==> src/rtl/packet_dispatch_ctrl.sv <==
// packet_dispatch_ctrl: drains the payload FIFO after each decoded packet and routes words by command
module packet_dispatch_ctrl #(
    parameter int          ADDR_W    = 16,
    parameter int          FB_DEPTH  = 1024,
    parameter logic [31:0] CFG_RESET = 32'h0000_0000
) (
    input  logic              i_clk,
    input  logic              i_reset,
    input  logic [1:0]        i_packet_command,
    input  logic              i_packet_done,
    input  logic              i_resync,
    input  logic              i_fifo_empty,
    input  logic [31:0]       i_fifo_rd_data,
    output logic              o_fifo_rd_en,
    output logic              o_fb_wr_en,
    output logic [ADDR_W-1:0] o_fb_addr,
    output logic [31:0]       o_fb_wr_data,
    input  logic              i_fb_ready,
    output logic [31:0]       o_cfg_reg,
    output logic              o_busy,
    output logic              o_frame_done,
    output logic              o_error
);
    typedef enum logic [1:0] {S_IDLE, S_READ, S_DATA, S_DONE} state_t;
    localparam logic [1:0] C_FRAME = 2'd1;
    localparam logic [1:0] C_CONFIG = 2'd2;
    localparam logic [1:0] C_RSVD = 2'd3;
    localparam logic [ADDR_W-1:0] LAST = ADDR_W'(FB_DEPTH - 1);
    state_t     state;
    logic [1:0] cmd;
    logic       first;
    logic       wrap;
    assign wrap = o_fb_addr == LAST;
    // The read strobe and write data follow the state directly so data reaches the frame buffer in the cycle it is valid
    assign o_fifo_rd_en = state == S_READ && !i_fifo_empty;
    assign o_busy = state != S_IDLE;
    assign o_fb_wr_data = o_fb_wr_en ? i_fifo_rd_data : 32'h0;
    // Dispatch FSM; resync aborts any packet and outranks a simultaneous packet_done
    always_ff @(posedge i_clk or posedge i_reset) begin
        if (i_reset) begin
            state <= S_IDLE;
            cmd <= 2'd0;
            first <= 1'b0;
            o_fb_wr_en <= 1'b0;
            o_fb_addr <= '0;
            o_cfg_reg <= CFG_RESET;
            o_frame_done <= 1'b0;
            o_error <= 1'b0;
        end else if (i_resync) begin
            state <= S_IDLE;
            o_fb_wr_en <= 1'b0;
            o_fb_addr <= '0;
            o_frame_done <= 1'b0;
            o_error <= 1'b0;
        end else begin
            o_frame_done <= 1'b0;
            if (i_packet_done && state != S_IDLE) o_error <= 1'b1;
            case (state)
                S_IDLE: if (i_packet_done) begin
                    cmd <= i_packet_command;
                    first <= 1'b1;
                    o_fb_addr <= '0;
                    state <= S_READ;
                    if (i_packet_command == C_RSVD) o_error <= 1'b1;
                end
                S_READ: if (i_fifo_empty) begin
                    state <= S_DONE;
                    o_frame_done <= cmd == C_FRAME;
                end else begin
                    state <= S_DATA;
                    o_fb_wr_en <= cmd == C_FRAME;
                end
                S_DATA: if (cmd != C_FRAME || i_fb_ready) begin
                    state <= S_READ;
                    first <= 1'b0;
                    o_fb_wr_en <= 1'b0;
                    if (cmd == C_FRAME) begin
                        o_fb_addr <= wrap ? '0 : o_fb_addr + 1'b1;
                        if (wrap) o_error <= 1'b1;
                    end
                    if (cmd == C_CONFIG && first) o_cfg_reg <= i_fifo_rd_data;
                end
                default: state <= S_IDLE;
            endcase
        end
    end
endmodule

==> config.mk <==
export PLATFORM = sky130hd
export DESIGN_NAME = packet_dispatch_ctrl
export DESIGN_NICKNAME = d
export VERILOG_FILES = /design/src/rtl/packet_dispatch_ctrl.sv
export SDC_FILE = /design/constraint.sdc
export NUM_CORES = 1
export LEC_CHECK = 0
export BUFFER_PORTS_ARGS = -buffer_cell sky130_fd_sc_hd__clkbuf_2
export CORE_ASPECT_RATIO = 1.25
export CORE_MARGIN = 2
export CORE_UTILIZATION = 40
export CTS_CLUSTER_DIAMETER = 150
export DETAILED_ROUTE_END_ITERATION = 10
export GPL_ROUTABILITY_DRIVEN = 0
export PLACE_DENSITY = 0.77
export SETUP_SLACK_MARGIN = 0.15
export SYNTH_ARGS = -nofsm -noshare
export SYNTH_HDL_FRONTEND = slang
export SYNTH_SLANG_ARGS = --single-unit
==> constraint.sdc <==
create_clock -name i_clk -period 2.8 [get_ports i_clk]
set_input_delay 0.42 -clock i_clk [delete_from_list [all_inputs] [get_ports i_clk]]
set_output_delay 0.42 -clock i_clk [all_outputs]
set_load 0.01 [all_outputs]
==> flow_metrics.tcl, run 1 <==
set metrics [dict create \
    status "complete, no violations" \
    clock-sinks 56 \
    fillers 602 \
    cp_cell_sequence "or3b_1 -> nor3_4 -> buf_4 -> mux2_2" \
    ys_seq_area_frac 0.506 \
    drv_cap 0 \
    clock_skew_ns 0.00480 \
    overflow 0 \
    slowest_stage "or3b_1" \
    cp_slowest_stage_delay_ns 0.61 \
    numCtsBuffers 5 \
    core_um2 6650 \
    endpoint_kind "flip-flop" \
    arrival_ns 2.43 \
    timing_hold_violations_final 0 \
    fin_crit_sh 0.802 \
    syn_to_final_growth_pct 27.6 \
    layout-drive-gt1-share 0.449 \
    stdcell_count 466 \
    antenna_found_initial 0 \
    via_per_inst 5.21 \
    dieArea_um2 7610 \
    synth_area_um2 2770 \
    yosysTopAreaCellShare 0.506 \
    setup_viol 0 \
    rows 33 \
    dp_hpwl_um 4820 \
    peakVddDrop_mv 0.246 \
    clkTransAtPathRegs_ns 0.09 \
    grt_pass1_vias 2277 \
    grt_pass1_wl_um 10600 \
    synth_warnings 0 \
    power.density_nw_per_um2 583 \
    syn_nets 297 \
    p_sw_frac 0.303 \
    ant_nets 0 \
    fin_setup_tns_ns 0 \
    switchingPower_mw 0.625 \
    min_path_type "input port to asynchronous set/reset pin" \
    num_vias 2427 \
    worst_hold_slack_ns 0.286 \
    internal_power_mw 1.44 \
    async_flop_share 1.00 \
    synth_area_leader_cell "dfrtp_1" \
    cts_hold_repair.buffers 0 \
    place_inst 459 \
    setup.worst_path.start_class "flip-flop" \
    largest_reg_flops 32 \
    seq_power_share 0.527 \
    rsz0062_at_grt "no" \
    synth-seq-cells 56 \
    cts_resized 0 \
    port_buffers 124 \
    min_period_ns 2.24 \
    clk_path_buf_depth 2 \
    worst_pin_slew_ns 0.831 \
    regArea_um2 1400 \
    fin_nets 420 \
    synth_edf_count 0 \
    syn_area_per_cell_um2 10.8 \
    final_max_slew_viol_count 0 \
    power_frac_comb 0.271 \
    max_freq_mhz 446 \
    drtIter0Drc 85 \
    ios 125 \
    initial_utilization 0.417 \
    worstSetupPathType "flip-flop to flip-flop" \
    relSlewSlack 0.446 \
    crit_fanout 32 \
    crit_required_ns 2.99 \
    p_total_mw 2.06 \
    post-cts-setup-buffers 0 \
    wl_per_cell_um 13.9 \
    power_frac_clock 0.202 \
    multi_input_area_um2 1280 \
    clk_latency_ns 0.30 \
    grt_usage 0.172 \
    ys.flop_type "dfrtp_1" \
    syn_inst 256 \
    antenna_cells 0 \
    synthDistinctLibCells 41 \
    ff2ff_path_depth 4 \
    synth.area.top_cells "dfrtp_1 (51%), mux2_2 (13%), and2_1 (7.7%), o21ai_0 (3.4%), nor2_1 (1.9%)" \
    cts_tree "built" \
    die_x_um 78.5 \
    p_leak_nw 1.85 \
    htree_levels 2 \
    grt_start_max_net_pins 57 \
    wirelength_um 6500 \
    drt-pass1-iter-count 4 \
    drcViolationCount 0 \
    die_y_um 97.1 \
    final_core_util 0.532 \
    clock-root-buffer "clkbuf_8" \
]
-- kinds of logic after synthesis --
family / share of synthesized area
DFF: 0.506
adders and majority gates: 0.00451
AOI/OAI and AO/OA: 0.104
buffers and inverters: 0.0312
and+or+nand+nor: 0.209
muxes: 0.145
-- path summary, 6_finish.rpt --
check                      slack (ns)         startpoint            end
min in group i_clk               0.35  i_fifo_rd_data[2]   o_cfg_reg[2]
max                              0.56           state[0]   o_cfg_reg[8]
max in group asynchronous        2.06            i_reset  o_cfg_reg[24]
max reg2reg                      0.56           state[0]   o_cfg_reg[8]
min reg2reg                      0.50       o_cfg_reg[0]   o_cfg_reg[0]
min                              0.29            i_reset  o_cfg_reg[15]
-- power by group through the flow --
stage	clock network, mW	registers, mW	logic (mW)
after floorplan	0	1.17	0.238
final	0.417	1.09	0.559
after global placement	0	1.10	0.550
after detailed placement	0	1.11	0.570
after CTS	0.442	1.09	0.570
after global routing	0.472	1.12	0.616
-- routing by layer --
layer,up-vias,global-route usage,part of all wire
met5,-,0,0
met4,0,0.0432,0.0074
met3,6,0.0390,0.077
met2,124,0.314,0.53
met1,1128,0.200,0.39
li1,1169,-,-
-- critical path, delay by kind of cell, from the launching register on --
kind	cells	cell delay, ns
AND/OR/NAND/NOR	2	0.82
flip-flops	1	0.53
buffers and inverters	1	0.39
multiplexers	1	0.39
-- stage by stage --
stage,area (um2),setup WS [ns]
6_report,3540,0.556
5_1_grt,3540,0.401
4_1_cts,3540,0.548
3_5_place_dp,3460,0.446
3_3_place_gp,3460,0.491
2_1_floorplan,2770,0.935
-- area by class of cell --
class | instances | area share
tap | 87 | 0.0308
clock inverter | 2 | 0.00354
sequential | 56 | 0.396
multi-input combinational | 184 | 0.363
inverter | 5 | 0.00531
timing repair buffer | 127 | 0.182
clock buffer | 5 | 0.0195
-- cells in the final DEF, fill, tap and decap left out, types with 3 or more instances in the layout --
cell type / count
nand3_1: 7
o21ai_0: 19
nand2_1: 13
and2_1: 34
and4_1: 3
nor3_1: 3
and3_1: 3
o31ai_1: 6
dfrtp_1: 56
a21oi_1: 8
mux2_1: 3
a31oi_1: 4
clkbuf_8: 5
buf_4: 3
nand2b_1: 3
clkbuf_2: 124
nor4_1: 5
a21o_1: 3
nand4_1: 4
nor2_1: 14
inv_1: 4
mux2_2: 31
-- cells in the mapped netlist, types with 2 or more instances --
library cell and count:
a21o_1 3, a21oi_1 8, a31oi_1 4, and2_1 34
and3_1 3, and4_1 3, buf_2 3, buf_6 3
clkbuf_1 5, dfrtp_1 56, inv_1 5, mux2_1 3
mux2_2 31, mux2i_1 2, nand2_1 13, nand2b_1 3
nand3_1 7, nand4_1 4, nor2_1 14, nor3_1 3
nor4_1 5, o21ai_0 19, o31ai_1 6, o41ai_1 2
Power figures use the tool's default switching activity.
==> run 2: changes to the inputs <==
- clock period: 2.8 -> 2.2 ns (I/O delays scaled with it)
==> run 2 against run 1 <==
Critical path depth is 2 higher; clock power is 27% higher; maximum frequency is 15% higher; sequential cell count stayed put; total power is 28% higher; sequential power is 26% higher; via count is 3.1% higher; global-route usage is 0.30 points higher; final cell count is 1.7% higher; first-iteration DRC count is 39% lower; largest cell class unchanged.
==> flow_metrics.tcl, run 2 (same netlist as run 1, synthesis figures left out) <==
set metrics [dict create \
    place_area_um2 3530 \
    grt_pass1_wl_um 10800 \
    clk_latency_ns 0.30 \
    stdcell_count 474 \
    p_sw_frac 0.301 \
    crit_fanout 10 \
    worst_hold_slack_ns 0.0625 \
    die_y_um 97.1 \
    layout-drive-gt1-share 0.460 \
    grt_start_max_net_pins 33 \
    syn_to_final_growth_pct 30.7 \
    crit_required_ns 2.42 \
    max_freq_mhz 513 \
    clock_skew_ns 0.00773 \
    internal_power_mw 1.84 \
    worstSetupPathType "flip-flop to flip-flop" \
    die_x_um 78.5 \
    peakVddDrop_mv 0.305 \
    power_frac_comb 0.281 \
    seq_power_share 0.519 \
    initial_utilization 0.417 \
    dieArea_um2 7610 \
    antenna_found_initial 0 \
    setup_viol 0 \
    drv_cap 0 \
    drtIter0Drc 52 \
    cts_tree "built" \
    final_common_cell "clkbuf_2" \
    clkTransAtPathRegs_ns 0.09 \
    multi_input_area_um2 1280 \
    timing_hold_violations_final 0 \
    min_path_type "input port to asynchronous set/reset pin" \
    endpoint_kind "flip-flop" \
    power_frac_clock 0.200 \
    rsz0062_at_grt "no" \
    drcViolationCount 0 \
    drt-pass1-iter-count 4 \
    antenna_cells 0 \
    port_buffers 124 \
    via_per_inst 5.28 \
    power.density_nw_per_um2 728 \
    worst_pin_slew_ns 0.566 \
    grt_pass1_vias 2352 \
    fin_nets 428 \
    fin_setup_tns_ns 0 \
    setup.worst_path.start_class "flip-flop" \
    layout_common_cells "clkbuf_2 (124), dfrtp_1 (56), and2_1 (34), mux2_2 (31), o21ai_0 (19)" \
    ios 125 \
    fin_crit_sh 0.886 \
    slowest_stage "dfrtp_1" \
    cp_slowest_stage_delay_ns 0.43 \
    min_period_ns 1.95 \
    p_leak_nw 1.90 \
    clock-root-buffer "clkbuf_8" \
    fin_ws_ns 0.250 \
    fillers 625 \
    overflow 0 \
    rows 33 \
    wirelength_um 6680 \
    place_inst 466 \
    num_vias 2502 \
    regArea_um2 1400 \
    ant_nets 0 \
    dp_hpwl_um 5180 \
    clock-sinks 56 \
    status "complete, no violations" \
    clk_path_buf_depth 2 \
    wl_per_cell_um 14.1 \
    core_um2 6650 \
    largest_reg_flops 32 \
    htree_levels 2 \
    fin_area_um2 3620 \
    cp_cell_sequence "ha_1 -> and3_1 -> nand4_1 -> nand2_2 -> or3_1 -> o21ai_0" \
    arrival_ns 2.17 \
    drt-met1-wl_um 2610 \
    pre_cts_slack_ns 0.290 \
    dr_wl_met2_um 3540 \
    cts_resized 0 \
    relSlewSlack 0.622 \
    grt_usage 0.175 \
    final_max_slew_viol_count 0 \
    switchingPower_mw 0.794 \
    numCtsBuffers 5 \
    wl_met3_um 464 \
    highest_layer "met4" \
]
==> run 2: timing repair <==
item / CTS / global route
hold buffers: 0 / 0
buffers inserted: 0 / 1
setup endpoints to repair: 0 / 1
==> run 2: area by class of cell <==
cell class	instances	share of cell area
Timing Repair Buffer	135	0.201
Clock inverter	2	0.00345
Sequential cell	56	0.387
Multi-Input combinational cell	184	0.354
Inverter	5	0.00518
Clock buffer	5	0.0190
Tap cell	87	0.0301
==> run 2: stage by stage <==
stage,util,total power [mW]
detailed placement,0.532,2.15
CTS,0.544,2.69
finish,0.545,2.64
global placement,0.532,2.12
floorplan,-,1.79
global route,0.545,2.81
==> run 2: power groups by stage <==
stage	clock, mW	sequential (mW)	combinational [mW]
CTS	0.561	1.37	0.753
floorplan	0	1.48	0.302
detailed placement	0	1.39	0.752
global placement	0	1.38	0.734
global route	0.605	1.40	0.809
finish	0.528	1.37	0.742
==> run 2: per-layer routing <==
metal,up-vias,global-route usage
li1,1185,-
met2,102,0.320
met5,-,0
met4,0,0.0513
met1,1208,0.202
met3,7,0.0372
==> run 2: final timing paths <==
path	end	cells after the start	slack, ns	start
setup / recovery	o_fb_addr[15]	6	0.25	o_fb_addr[0]
hold / removal	o_cfg_reg[13]	2	0.06	i_reset
setup reg to reg	o_fb_addr[15]	6	0.25	o_fb_addr[0]
hold reg to reg	o_cfg_reg[2]	1	0.50	o_cfg_reg[2]
max in group asynchronous	o_error	3	1.58	i_reset
min in group i_clk	o_cfg_reg[23]	2	0.25	i_fifo_rd_data[23]
==> run 2: critical path, delay by kind of cell (launching register included) <==
| kind | cells | cell delay [ns] |
|---|---|---|
| AND/OR/NAND/NOR | 4 | 1.11 |
| flip-flops | 1 | 0.43 |
| adder cells (fa/ha/maj) | 1 | 0.25 |
| AO/OA/AOI/OAI | 1 | 0.08 |
==> run 3: changes to the inputs <==
- RECOVER_POWER: unset -> 50
==> run 3 against run 2 <==
Global-route usage stayed put; cell area fell by 1.8%; setup slack worse by 0.0090 ns; hold slack better by 0.17 ns; maximum frequency down 0.46%; critical path depth unchanged; utilization down 1.0 points; total power shrank 2.2%; sequential cell count unchanged; die area did not move; routed wire length increased by 0.66%; critical path type unchanged; critical endpoint unchanged; largest power group unchanged; highest routed layer unchanged.
==> flow_metrics.tcl, run 3 (same netlist as run 1, synthesis figures left out) <==
set metrics [dict create \
    rsz0062_at_grt "no" \
    endpoint_kind "flip-flop" \
    multi_input_area_um2 1280 \
    status "complete, no violations" \
    cts_resized 0 \
    final_max_slew_viol_count 0 \
    reg2reg_slack_ns 0.24 \
    drv_cap 0 \
    reg2reg_from "o_fb_addr[0]" \
    htree_levels 2 \
    dieArea_um2 7610 \
    dp_hpwl_um 5180 \
    fin_setup_tns_ns 0 \
    ff2ff_path_depth 6 \
    regArea_um2 1400 \
    drtIter0Drc 56 \
    clock_skew_ns 0.00679 \
    antenna_cells 0 \
    arrival_ns 2.18 \
    grt_usage 0.175 \
    die_x_um 78.5 \
    crit_required_ns 2.42 \
    die_y_um 97.1 \
    relSlewSlack 0.354 \
    worst_pin_slew_ns 0.969 \
    final_core_util 0.535 \
    grt_pass1_vias 2352 \
    setup.worst_path.start_class "flip-flop" \
    clock-root-buffer "clkbuf_8" \
    setup_viol 0 \
    p_total_mw 2.58 \
    num_vias 2501 \
    drt-pass1-iter-count 4 \
    clk_path_buf_depth 2 \
    via_per_inst 5.28 \
    p_leak_nw 1.76 \
    rows 33 \
    crit_fanout 10 \
    clk_latency_ns 0.30 \
    grt_start_max_net_pins 33 \
    fin_crit_sh 0.891 \
    fin_area_um2 3560 \
    cts_tree "built" \
    antenna_found_initial 0 \
    clock-sinks 56 \
    worst_hold_slack_ns 0.230 \
    place_area_um2 3530 \
    grt_pass1_wl_um 10800 \
    worstSetupPathType "flip-flop to flip-flop" \
    timing_hold_violations_final 0 \
    wl_per_cell_um 14.2 \
    peakVddDrop_mv 0.304 \
    min_period_ns 1.96 \
    layout-drive-gt1-share 0.357 \
    max_freq_mhz 510 \
    port_buffers 124 \
    drcViolationCount 0 \
    final_common_cell "clkbuf_2" \
    rr_endpoint "o_fb_addr[15]" \
    power.density_nw_per_um2 726 \
    ios 125 \
    numCtsBuffers 5 \
    largest_reg_flops 32 \
    clkTransAtPathRegs_ns 0.09 \
    wirelength_um 6720 \
    fin_nets 428 \
    overflow 0 \
    initial_utilization 0.417 \
    ant_nets 0 \
    layout_common_cells "clkbuf_2 (87), dfrtp_1 (56), clkbuf_1 (39), and2_1 (34), mux2_2 (31)" \
    syn_to_final_growth_pct 28.3 \
    core_um2 6650 \
    fillers 649 \
    min_path_type "input port to asynchronous set/reset pin" \
]
run 3: cell count changes in the layout (fill, tap and decap cells not counted):
cell | previous run | this run
clkbuf_1 | 0 | 39
clkbuf_2 | 124 | 87
buf_12 | 2 | 1
buf_4 | 9 | 8
inv_1 | 4 | 5
inv_2 | 1 | 0
run 3: report_power, final:
group	internal, mW	switching (mW)	total [mW]
Combinational	0.318	0.367	0.685
Clock	0.216	0.310	0.526
Sequential	1.25	0.118	1.37
Total	1.79	0.795	2.58
run 3: through the flow:
stage               setup slack (ns)  std cells
floorplan                      0.415        256
global placement               0.292        466
detailed placement             0.290        466
CTS                            0.277        473
global route                   0.141        474
finish                         0.241        474
run 3: worst max-delay path: stages (launching register included):
cell     delay [ns]
dfrtp_1        0.43
ha_1           0.25
and3_1         0.22
nand4_1        0.29
nand2_2        0.23
or3_1          0.38
o21ai_0        0.08
run 3: worst max path at each step:
stage             startpoint             to  slack (ns)  cells after the start
3_3_place_gp   o_fb_addr[10]   o_fb_addr[5]        0.29                      5
6_report        o_fb_addr[0]  o_fb_addr[15]        0.24                      6
4_1_cts        o_fb_addr[10]   o_fb_addr[5]        0.28                      5
3_5_place_dp   o_fb_addr[10]   o_fb_addr[5]        0.29                      5
5_1_grt         o_fb_addr[0]  o_fb_addr[15]        0.14                      6
2_1_floorplan       state[0]   o_cfg_reg[1]        0.42                      5
run 3: layer usage:
layer	global-route usage	wire (um)
met1	0.202	2600
met2	0.320	3540
met3	0.0372	522
met4	0.0513	63
met5	0	0
run 3: cell type report:
type / count / share of cell area
sequential: 56 / 0.394
multi-input combinational: 184 / 0.361
timing repair buffer: 135 / 0.186
tap: 87 / 0.0306
clock buffer: 5 / 0.0194
inverter: 5 / 0.00528
clock inverter: 2 / 0.00352
run 3: repair_timing:
action                                 4_1_cts  5_1_grt
setup buffers                                0        1
endpoints found under the hold margin        0        0
hold buffers                                 0        0
setup endpoints to repair                    0        1
